===== src/rtl/mult8_acc_stage.sv =====
// Accumulates 16-bit multiplier products into per-group sums and hands each group
// result downstream over a valid/ready handshake. Define MULT8_ACC_SAT_EN to saturate instead of wrap.
module mult8_acc_stage #(
    parameter int ACC_W     = 24,
    parameter int CNT_W     = 8,
    parameter int MAX_TERMS = 255
) (
    input  logic             clk,
    input  logic             rst_n,
    input  logic             clr,
    input  logic             prod_valid,
    output logic             prod_ready,
    input  logic [15:0]      prod_data,
    input  logic             prod_last,
    output logic             res_valid,
    input  logic             res_ready,
    output logic [ACC_W-1:0] res_data,
    output logic [CNT_W-1:0] res_count,
    output logic             res_ovf,
    output logic             res_forced
);

    typedef enum logic {
        ACCUM = 1'b0,
        HOLD  = 1'b1
    } state_t;

    state_t           state, state_nxt;
    logic [ACC_W-1:0] acc, acc_nxt;
    logic [CNT_W-1:0] cnt, cnt_nxt;
    logic             ovf, ovf_nxt;
    logic [ACC_W-1:0] res_data_nxt;
    logic [CNT_W-1:0] res_count_nxt;
    logic             res_ovf_nxt, res_forced_nxt;

    logic [ACC_W:0]   sum;
    logic [ACC_W-1:0] acc_add;
    logic [CNT_W-1:0] cnt_inc;
    logic             carry, at_max, accept;

    // NOTE: every always_comb output gets a default first so no path leaves a latch.
    always_comb begin
        state_nxt      = state;
        acc_nxt        = acc;
        cnt_nxt        = cnt;
        ovf_nxt        = ovf;
        res_data_nxt   = res_data;
        res_count_nxt  = res_count;
        res_ovf_nxt    = res_ovf;
        res_forced_nxt = res_forced;
        prod_ready     = (state == ACCUM);
        res_valid      = (state == HOLD);

        accept  = prod_valid && (state == ACCUM);
        sum     = {1'b0, acc} + (ACC_W+1)'(prod_data);
        carry   = sum[ACC_W];
`ifdef MULT8_ACC_SAT_EN
        // Once saturated, acc is all ones, so any further nonzero beat carries again.
        acc_add = carry ? {ACC_W{1'b1}} : sum[ACC_W-1:0];
`else
        acc_add = sum[ACC_W-1:0];
`endif
        cnt_inc = cnt + CNT_W'(1);
        at_max  = (cnt_inc == CNT_W'(MAX_TERMS));

        if (clr) begin
            state_nxt = ACCUM;
            acc_nxt   = '0;
            cnt_nxt   = '0;
            ovf_nxt   = 1'b0;
        end else begin
            case (state)
                ACCUM: begin
                    if (accept) begin
                        if (prod_last || at_max) begin
                            state_nxt      = HOLD;
                            res_data_nxt   = acc_add;
                            res_count_nxt  = cnt_inc;
                            res_ovf_nxt    = ovf | carry;
                            res_forced_nxt = at_max && !prod_last;
                            acc_nxt        = '0;
                            cnt_nxt        = '0;
                            ovf_nxt        = 1'b0;
                        end else begin
                            acc_nxt = acc_add;
                            cnt_nxt = cnt_inc;
                            ovf_nxt = ovf | carry;
                        end
                    end
                end
                HOLD: begin
                    if (res_ready) state_nxt = ACCUM;
                end
                default: state_nxt = ACCUM;
            endcase
        end
    end

    // NOTE: state registers use non-blocking assignments so all flops update together.
    always_ff @(posedge clk or negedge rst_n) begin
        if (!rst_n) begin
            state      <= ACCUM;
            acc        <= '0;
            cnt        <= '0;
            ovf        <= 1'b0;
            res_data   <= '0;
            res_count  <= '0;
            res_ovf    <= 1'b0;
            res_forced <= 1'b0;
        end else begin
            state      <= state_nxt;
            acc        <= acc_nxt;
            cnt        <= cnt_nxt;
            ovf        <= ovf_nxt;
            res_data   <= res_data_nxt;
            res_count  <= res_count_nxt;
            res_ovf    <= res_ovf_nxt;
            res_forced <= res_forced_nxt;
        end
    end

endmodule


===== config.mk =====
export PLATFORM = sky130hd
export DESIGN_NAME = mult8_acc_stage
export DESIGN_NICKNAME = d
export VERILOG_FILES = /design/src/rtl/mult8_acc_stage.sv
export SDC_FILE = /design/constraint.sdc
export NUM_CORES = 1
export LEC_CHECK = 0
export CAP_MARGIN = 20
export CORE_UTILIZATION = 45
export CTS_CLUSTER_SIZE = 10
export DETAILED_ROUTE_END_ITERATION = 12
export PLACE_DENSITY = 0.78
export SLEW_MARGIN = 20
export SYNTH_ARGS = -nofsm -noshare
export SYNTH_HDL_FRONTEND = slang
export SYNTH_SLANG_ARGS = --single-unit
export TNS_END_PERCENT = 10

===== constraint.sdc =====
create_clock -name clk -period 2.6 [get_ports clk]
set_input_delay 0.78 -clock clk [delete_from_list [all_inputs] [get_ports clk]]
set_output_delay 0.78 -clock clk [all_outputs]
set_load 0.01 [all_outputs]

==> results of run 1 <==
## critical path, cell delays in order
cell and delay, ps:
clkdlybuf4s50_1 430, ha_1 250, or2_2 300, nand2b_1 160, o21ai_2 190, o211a_4 220
buf_6 130, buf_4 100, xnor2_1 140, o21ai_0 120
## kinds of logic after synthesis
kind of cell    after synthesis  share of synthesized area
flops                        68                      0.441
compound gates              130                      0.225
mux                          11                     0.0308
simple gates                129                      0.160
buf+inv                      36                     0.0428
xor+xnor                     16                     0.0363
fa+ha+maj                    19                     0.0636
## synth_stat cells, drive strengths merged, types with 2 or more instances
library cell  instances  area [um^2]
a31o                  2         17.5
mux2                  7         78.8
o211a                 2         20.0
a21oi                24          131
buf                  12         75.1
o2111ai               5         43.8
nand3b                4         30.0
xnor2                11         96.3
mux2i                 4         40.0
o21ai                36          184
or2                   2         12.5
nand2b                3         18.8
a22o                 15          131
and3                  6         37.5
clkbuf                7         26.3
nand4                 3         18.8
o21a                  4         30.0
a21o                  4         30.0
and2                  2         12.5
inv                  17         63.8
a31oi                13         81.3
or3                   7         48.8
nand3                13         70.1
nor2                 20         75.1
nand2                60          225
o211ai               15          113
nor3                  2         15.0
ha                   18          225
or4                   3         22.5
xor2                  5         43.8
dfrtp                68         1700
## sequential cells by signal (all words and copies together), names as in the netlist
name        count
acc            24
cnt             8
ovf             1
res_count       8
res_data       24
res_forced      1
res_ovf         1
res_valid       1
## power breakdown
| group | total (W) | internal [W] | switching (W) | leakage [nW] |
|---|---|---|---|---|
| Clock | 0.000910 | 0.000467 | 0.000443 | 0.0983 |
| Sequential | 0.00125 | 0.00118 | 0.0000749 | 0.896 |
| Combinational | 0.000816 | 0.000451 | 0.000364 | 1.41 |
## layout by cell type (no fill, tap or decap), types with 4 or more instances in the layout
| cell | Yosys | layout |
|---|---|---|
| a21o_1 | 4 | 4 |
| a21oi_1 | 23 | 19 |
| a21oi_2 | 0 | 4 |
| a22o_1 | 15 | 15 |
| a31oi_1 | 13 | 13 |
| buf_12 | 0 | 4 |
| buf_4 | 1 | 55 |
| clkbuf_8 | 0 | 10 |
| clkdlybuf4s50_1 | 0 | 45 |
| dfrtp_1 | 68 | 68 |
| dlymetal6s2s_1 | 0 | 8 |
| ha_1 | 18 | 8 |
| ha_4 | 0 | 9 |
| inv_1 | 17 | 15 |
| mux2_2 | 5 | 5 |
| mux2i_1 | 4 | 4 |
| nand2_1 | 60 | 60 |
| nand3_1 | 12 | 12 |
| nand3b_1 | 4 | 4 |
| nor2_1 | 20 | 20 |
| o2111ai_1 | 5 | 4 |
| o211ai_1 | 15 | 15 |
| o21ai_0 | 34 | 27 |
| o21ai_1 | 1 | 7 |
| or3_1 | 6 | 6 |
| xnor2_1 | 11 | 11 |
| xor2_1 | 5 | 5 |
## per-stage QoR
| stage | hold WS, ps | cell area [um^2] | setup TNS [ps] | total power, W |
|---|---|---|---|---|
| floorplan | 454 | 3870 | -1.14 | 0.00160 |
| global placement | 460 | 4900 | -16210 | 0.00200 |
| detailed placement | 461 | 4900 | -18070 | 0.00202 |
| CTS | 465 | 5260 | -1.70 | 0.00295 |
| global route | 492 | 5380 | -2.62 | 0.00310 |
| finish | 441 | 5380 | 0 | 0.00298 |
## what timing repair did
item	in CTS	in global routing
setup buffers	5	6
endpoints found under the hold margin	0	0
endpoints found under the setup margin	31	26
pin swaps	17	13
gates resized for setup	31	21
hold buffers	0	0
cloned	0	1
## final timing paths
path                                    from      endpoint  slack [ps]  depth (start not counted)
worst max-delay path            prod_data[5]  res_data[16]          30                         10
worst max register to register        acc[0]  res_data[16]         190                         12
worst min register to register   res_data[3]   res_data[3]         480                          2
worst min-delay path                   rst_n   res_data[4]         440                          1
min in group clk                 res_data[3]   res_data[3]         480                          2
max in group asynchronous              rst_n       acc[22]        1510                          2
## layer usage
layer / vias to the layer above / wire length [um] / track usage
li1: 1719 / - / -
met2: 109 / 5090 / 0.393
met5: - / 0 / 0
met4: 0 / 196 / 0.104
met3: 19 / 431 / 0.0378
met1: 1704 / 4520 / 0.304
## area by class of cell
type,count,share of cell area
well taps,105,0.0244
multi-input cells,306,0.407
inverters,17,0.0119
repair buffers,118,0.203
clock buffers,10,0.0256
flip-flops and latches,68,0.316
clock inverters,6,0.0119
==> results.py, run 1 <==
metrics = {
    "outcome": {
        "status": "complete, no violations",
    },
    "pwr": {
        "p_leak_nw": 2.41,
        "ir_worst_vdd_mv": 0.356,
        "power_density_nw_per_um2": 553,
    },
    "timing": {
        "drv_slew": 0,
        "tightest_slew_ps": 627,
        "fin_crit_sh": 0.987,
        "finalCriticalPeriod_ps": 2570,
        "fin_skew_ps": 10.5,
        "final_hold_viol_count": 0,
        "finalSetupViolCount": 0,
        "relSlewSlack": 0.582,
        "layout_setup_ws_ps": 34.6,
        "max_freq_mhz": 390,
    },
    "cts": {
        "htree_levels": 3,
        "clk_path_buf_depth": 2,
        "path_clk_slew_ps": 80,
        "cts-root-buf": "clkbuf_8",
        "clk_latency_ps": 360,
        "tritoncts": "yes",
        "cts_sinks": 68,
        "numCtsBuffers": 9,
    },
    "critical_path": {
        "worstPathRequired_ps": 2840,
        "startpoint_type": "primary input",
        "end_kind": "flip-flop",
        "arrival_ps": 2800,
        "cp_max_fo": 7,
        "worstSetupPathType": "primary input to flip-flop",
    },
    "global_routing": {
        "globalRouteOverflowTotal": 0,
        "grt_max_degree": 43,
        "grt_util_all_layers": 0.236,
        "grt_pass1_wl_um": 16400,
        "grt_pass1_vias": 3510,
        "antenna_found_initial": 0,
    },
    "drt": {
        "wirelength_um": 10200,
        "num_vias": 3551,
        "drtAntennaViolNets": 0,
        "wl_per_cell_um": 16.3,
        "via_per_inst": 5.64,
        "firstDrtPassIters": 5,
        "drtIter0Drc": 246,
        "drc_errors": 0,
    },
    "logic_synthesis": {
        "synth-seq-cells": 68,
        "synth_edf_count": 0,
        "synth_flop_cell": "dfrtp_1",
        "netlist_instances": 409,
        "syn_area_per_cell_um2": 9.43,
        "syn_nets": 450,
        "netlist-cell-type-count": 56,
        "synthArstFlopShare": 1.00,
        "yosysSeqAreaShare": 0.441,
        "syn_area_um2": 3860,
        "ys_warn_count": 0,
    },
    "floorplan": {
        "ios": 58,
        "fp.dieW_um": 94.6,
        "die_area_um2": 8950,
        "core-area_um2": 8260,
        "start_util": 0.467,
        "rows": 33,
        "die_y_um": 94.6,
    },
    "worst_hold_path": {
        "hold_path.class": "primary input to asynchronous set/reset pin",
    },
    "final_layout": {
        "final_cells": 630,
        "n_antenna_cell": 0,
        "nets": 561,
        "fillers": 654,
        "fin_util": 0.651,
        "area_growth_pct": 39.4,
        "drive_above_1_share": 0.234,
        "area.sequential_um2": 1700,
        "multiInputGateArea_um2": 2190,
    },
    "placement": {
        "dp.cells": 602,
        "pre_cts_slack_ps": -687,
        "placement.io_buffers": 57,
        "gp_congestion": 0.821,
        "dp_hpwl_um": 7030,
    },
    "job": {
        "drv_cap": 0,
    },
}
(Power assumes the default switching activity.)
==> run 2, diff against run 1 <==
--- a/config.mk
+++ b/config.mk
@@ -6,10 +6,10 @@
 export NUM_CORES = 1
 export LEC_CHECK = 0
 export CAP_MARGIN = 20
-export CORE_UTILIZATION = 45
+export CORE_UTILIZATION = 40
 export CTS_CLUSTER_SIZE = 10
 export DETAILED_ROUTE_END_ITERATION = 12
-export PLACE_DENSITY = 0.78
+export PLACE_DENSITY = 0.72
 export SLEW_MARGIN = 20
 export SYNTH_ARGS = -nofsm -noshare
 export SYNTH_HDL_FRONTEND = slang
==> run 2 against run 1 <==
Net effect: largest cell class unchanged; first-iteration DRC count shrank 36%; critical endpoint is now acc[22]; highest routed layer unchanged; core utilization down 6.1 points; non-clock buffer count rose by 7.
==> results.py, run 2 (synthesized netlist as in run 1, its figures left out) <==
metrics = {
    "outcome": {
        "status": "complete, no violations",
    },
    "global_routing": {
        "grt_pass1_wl_um": 16500,
        "globalRouteOverflowTotal": 0,
        "grt_max_degree": 52,
        "antenna_found_initial": 0,
        "grt_util_all_layers": 0.209,
        "grt_pass1_vias": 3579,
    },
    "drt": {
        "firstDrtPassIters": 4,
        "wl_per_cell_um": 15.5,
        "drtAntennaViolNets": 0,
        "via_per_inst": 5.37,
        "drc_errors": 0,
        "drtIter0Drc": 158,
        "num_vias": 3542,
        "wirelength_um": 10300,
    },
    "cts": {
        "numCtsBuffers": 9,
        "tritoncts": "yes",
        "path_clk_slew_ps": 80,
        "cts_sinks": 68,
        "clk_path_buf_depth": 2,
        "clk_latency_ps": 360,
        "htree_levels": 3,
        "cts-root-buf": "clkbuf_8",
    },
    "final_layout": {
        "final_cells": 660,
        "n_antenna_cell": 0,
        "area_growth_pct": 41.9,
        "final_cell_mix": "dfrtp_1, buf_4, nand2_1, clkdlybuf4s50_1, o21ai_0",
        "fillers": 804,
        "final_common_cell": "dfrtp_1",
        "fin_util": 0.590,
        "drive_above_1_share": 0.249,
        "nets": 567,
        "top_regs": "acc: 24 flops, res_data: 24 flops",
    },
    "floorplan": {
        "core-area_um2": 9280,
        "start_util": 0.416,
        "ios": 58,
        "rows": 35,
        "fp.dieW_um": 100,
        "die_area_um2": 10000,
        "die_y_um": 100,
    },
    "critical_path": {
        "worstSetupPathType": "primary input to flip-flop",
        "cp_max_fo": 8,
        "arrival_ps": 2810,
        "cp_cell_sequence": "clkdlybuf4s50_1 > ha_4 > and3_1 > and3_4 > nand2_1 > o211a_4 > buf_6 > buf_4 > o211ai_1 > nand3_1",
        "cp_top_family": "buffers and inverters",
        "crit_path_max_incr_delay_ps": 470,
        "critPathBufInv": 3,
        "crit_slowest_cell": "clkdlybuf4s50_1",
        "startpoint_type": "primary input",
        "end_kind": "flip-flop",
        "worstPathRequired_ps": 2850,
    },
    "placement": {
        "dp.cells": 635,
        "placement.io_buffers": 57,
        "dp_hpwl_um": 7050,
        "gp_congestion": 0.810,
    },
    "pwr": {
        "total_power_w": 0.00289,
        "ir_worst_vdd_mv": 0.266,
        "p_seq_frac": 0.432,
        "p_int_w": 0.00203,
        "p_leak_nw": 2.43,
        "power_frac_comb": 0.286,
        "clockPowerShare": 0.282,
        "power_density_nw_per_um2": 528,
        "p_switching_w": 0.000860,
        "swShare": 0.297,
    },
    "worst_hold_path": {
        "hold_path.class": "primary input to asynchronous set/reset pin",
    },
    "timing": {
        "holdWs_ps": 359,
        "tns_ps": 0,
        "finalSetupViolCount": 0,
        "final_hold_viol_count": 0,
        "fin_skew_ps": 10.9,
        "tightest_slew_ps": 448,
        "finalCriticalPeriod_ps": 2560,
        "relSlewSlack": 0.702,
        "max_freq_mhz": 390,
        "drv_slew": 0,
        "fin_crit_sh": 0.986,
    },
    "job": {
        "drv_cap": 0,
    },
}
## run 2: cell types whose count changed in the layout (fill, tap and decap cells not counted), moves of 2 or more
| cell | change |
|---|---|
| dlymetal6s2s_1 | -2 |
| o21ai_1 | -2 |
| clkinvlp_4 | -2 |
| buf_4 | +6 |
| dlygate4sd2_1 | +2 |
| ha_1 | -2 |
| ha_4 | +2 |
## run 2: path summary, 6_finish.rpt
path,start,end,slack (ps),cells past startpoint
worst max-delay path,prod_data[13],acc[22],40,10
worst min-delay path,rst_n,acc[0],360,1
worst max register to register,cnt[0],res_data[10],160,6
worst min register to register,res_data[0],res_data[0],480,2
max in group asynchronous,rst_n,acc[14],1620,2
min in group clk,res_data[0],res_data[0],480,2
## run 2: what timing repair did
| action | 4_1_cts | 5_1_grt |
|---|---|---|
| pin swaps | 13 | 14 |
| resized for setup | 28 | 27 |
| hold buffers | 0 | 0 |
| setup buffers | 8 | 1 |
| setup endpoints to repair | 30 | 27 |
## run 2: final cells by class
class | instances | area, um^2 | area share
Multi-Input combinational cell | 305 | 2230 | 0.407
Inverter | 17 | 63.8 | 0.0117
Tap cell | 129 | 161 | 0.0295
Timing Repair Buffer | 125 | 1140 | 0.209
Clock buffer | 12 | 155 | 0.0283
Sequential cell | 68 | 1700 | 0.311
Clock inverter | 4 | 23.8 | 0.00434
## run 2: metal layers
metal	vias to the layer above	part of all wire	GRT usage
li1	1731	-	-
met1	1731	0.45	0.258
met2	68	0.50	0.361
met3	12	0.029	0.0369
met4	0	0.017	0.0825
met5	-	0	0
## run 2: power by group through the flow
stage	Combinational, W	Sequential (W)	Clock [W]
after detailed placement	0.000767	0.00127	0
after CTS	0.000802	0.00125	0.000831
after global routing	0.000900	0.00127	0.000873
after global placement	0.000756	0.00126	0
after floorplan	0.000292	0.00131	0
final	0.000827	0.00125	0.000815
## run 2: per-stage QoR
stage / setup slack (ps) / instance area (um^2)
2_1_floorplan: -1.14 / 3870
3_3_place_gp: -634 / 5000
3_5_place_dp: -725 / 5000
4_1_cts: -5.09 / 5330
5_1_grt: -32.5 / 5480
6_report: 36.6 / 5480
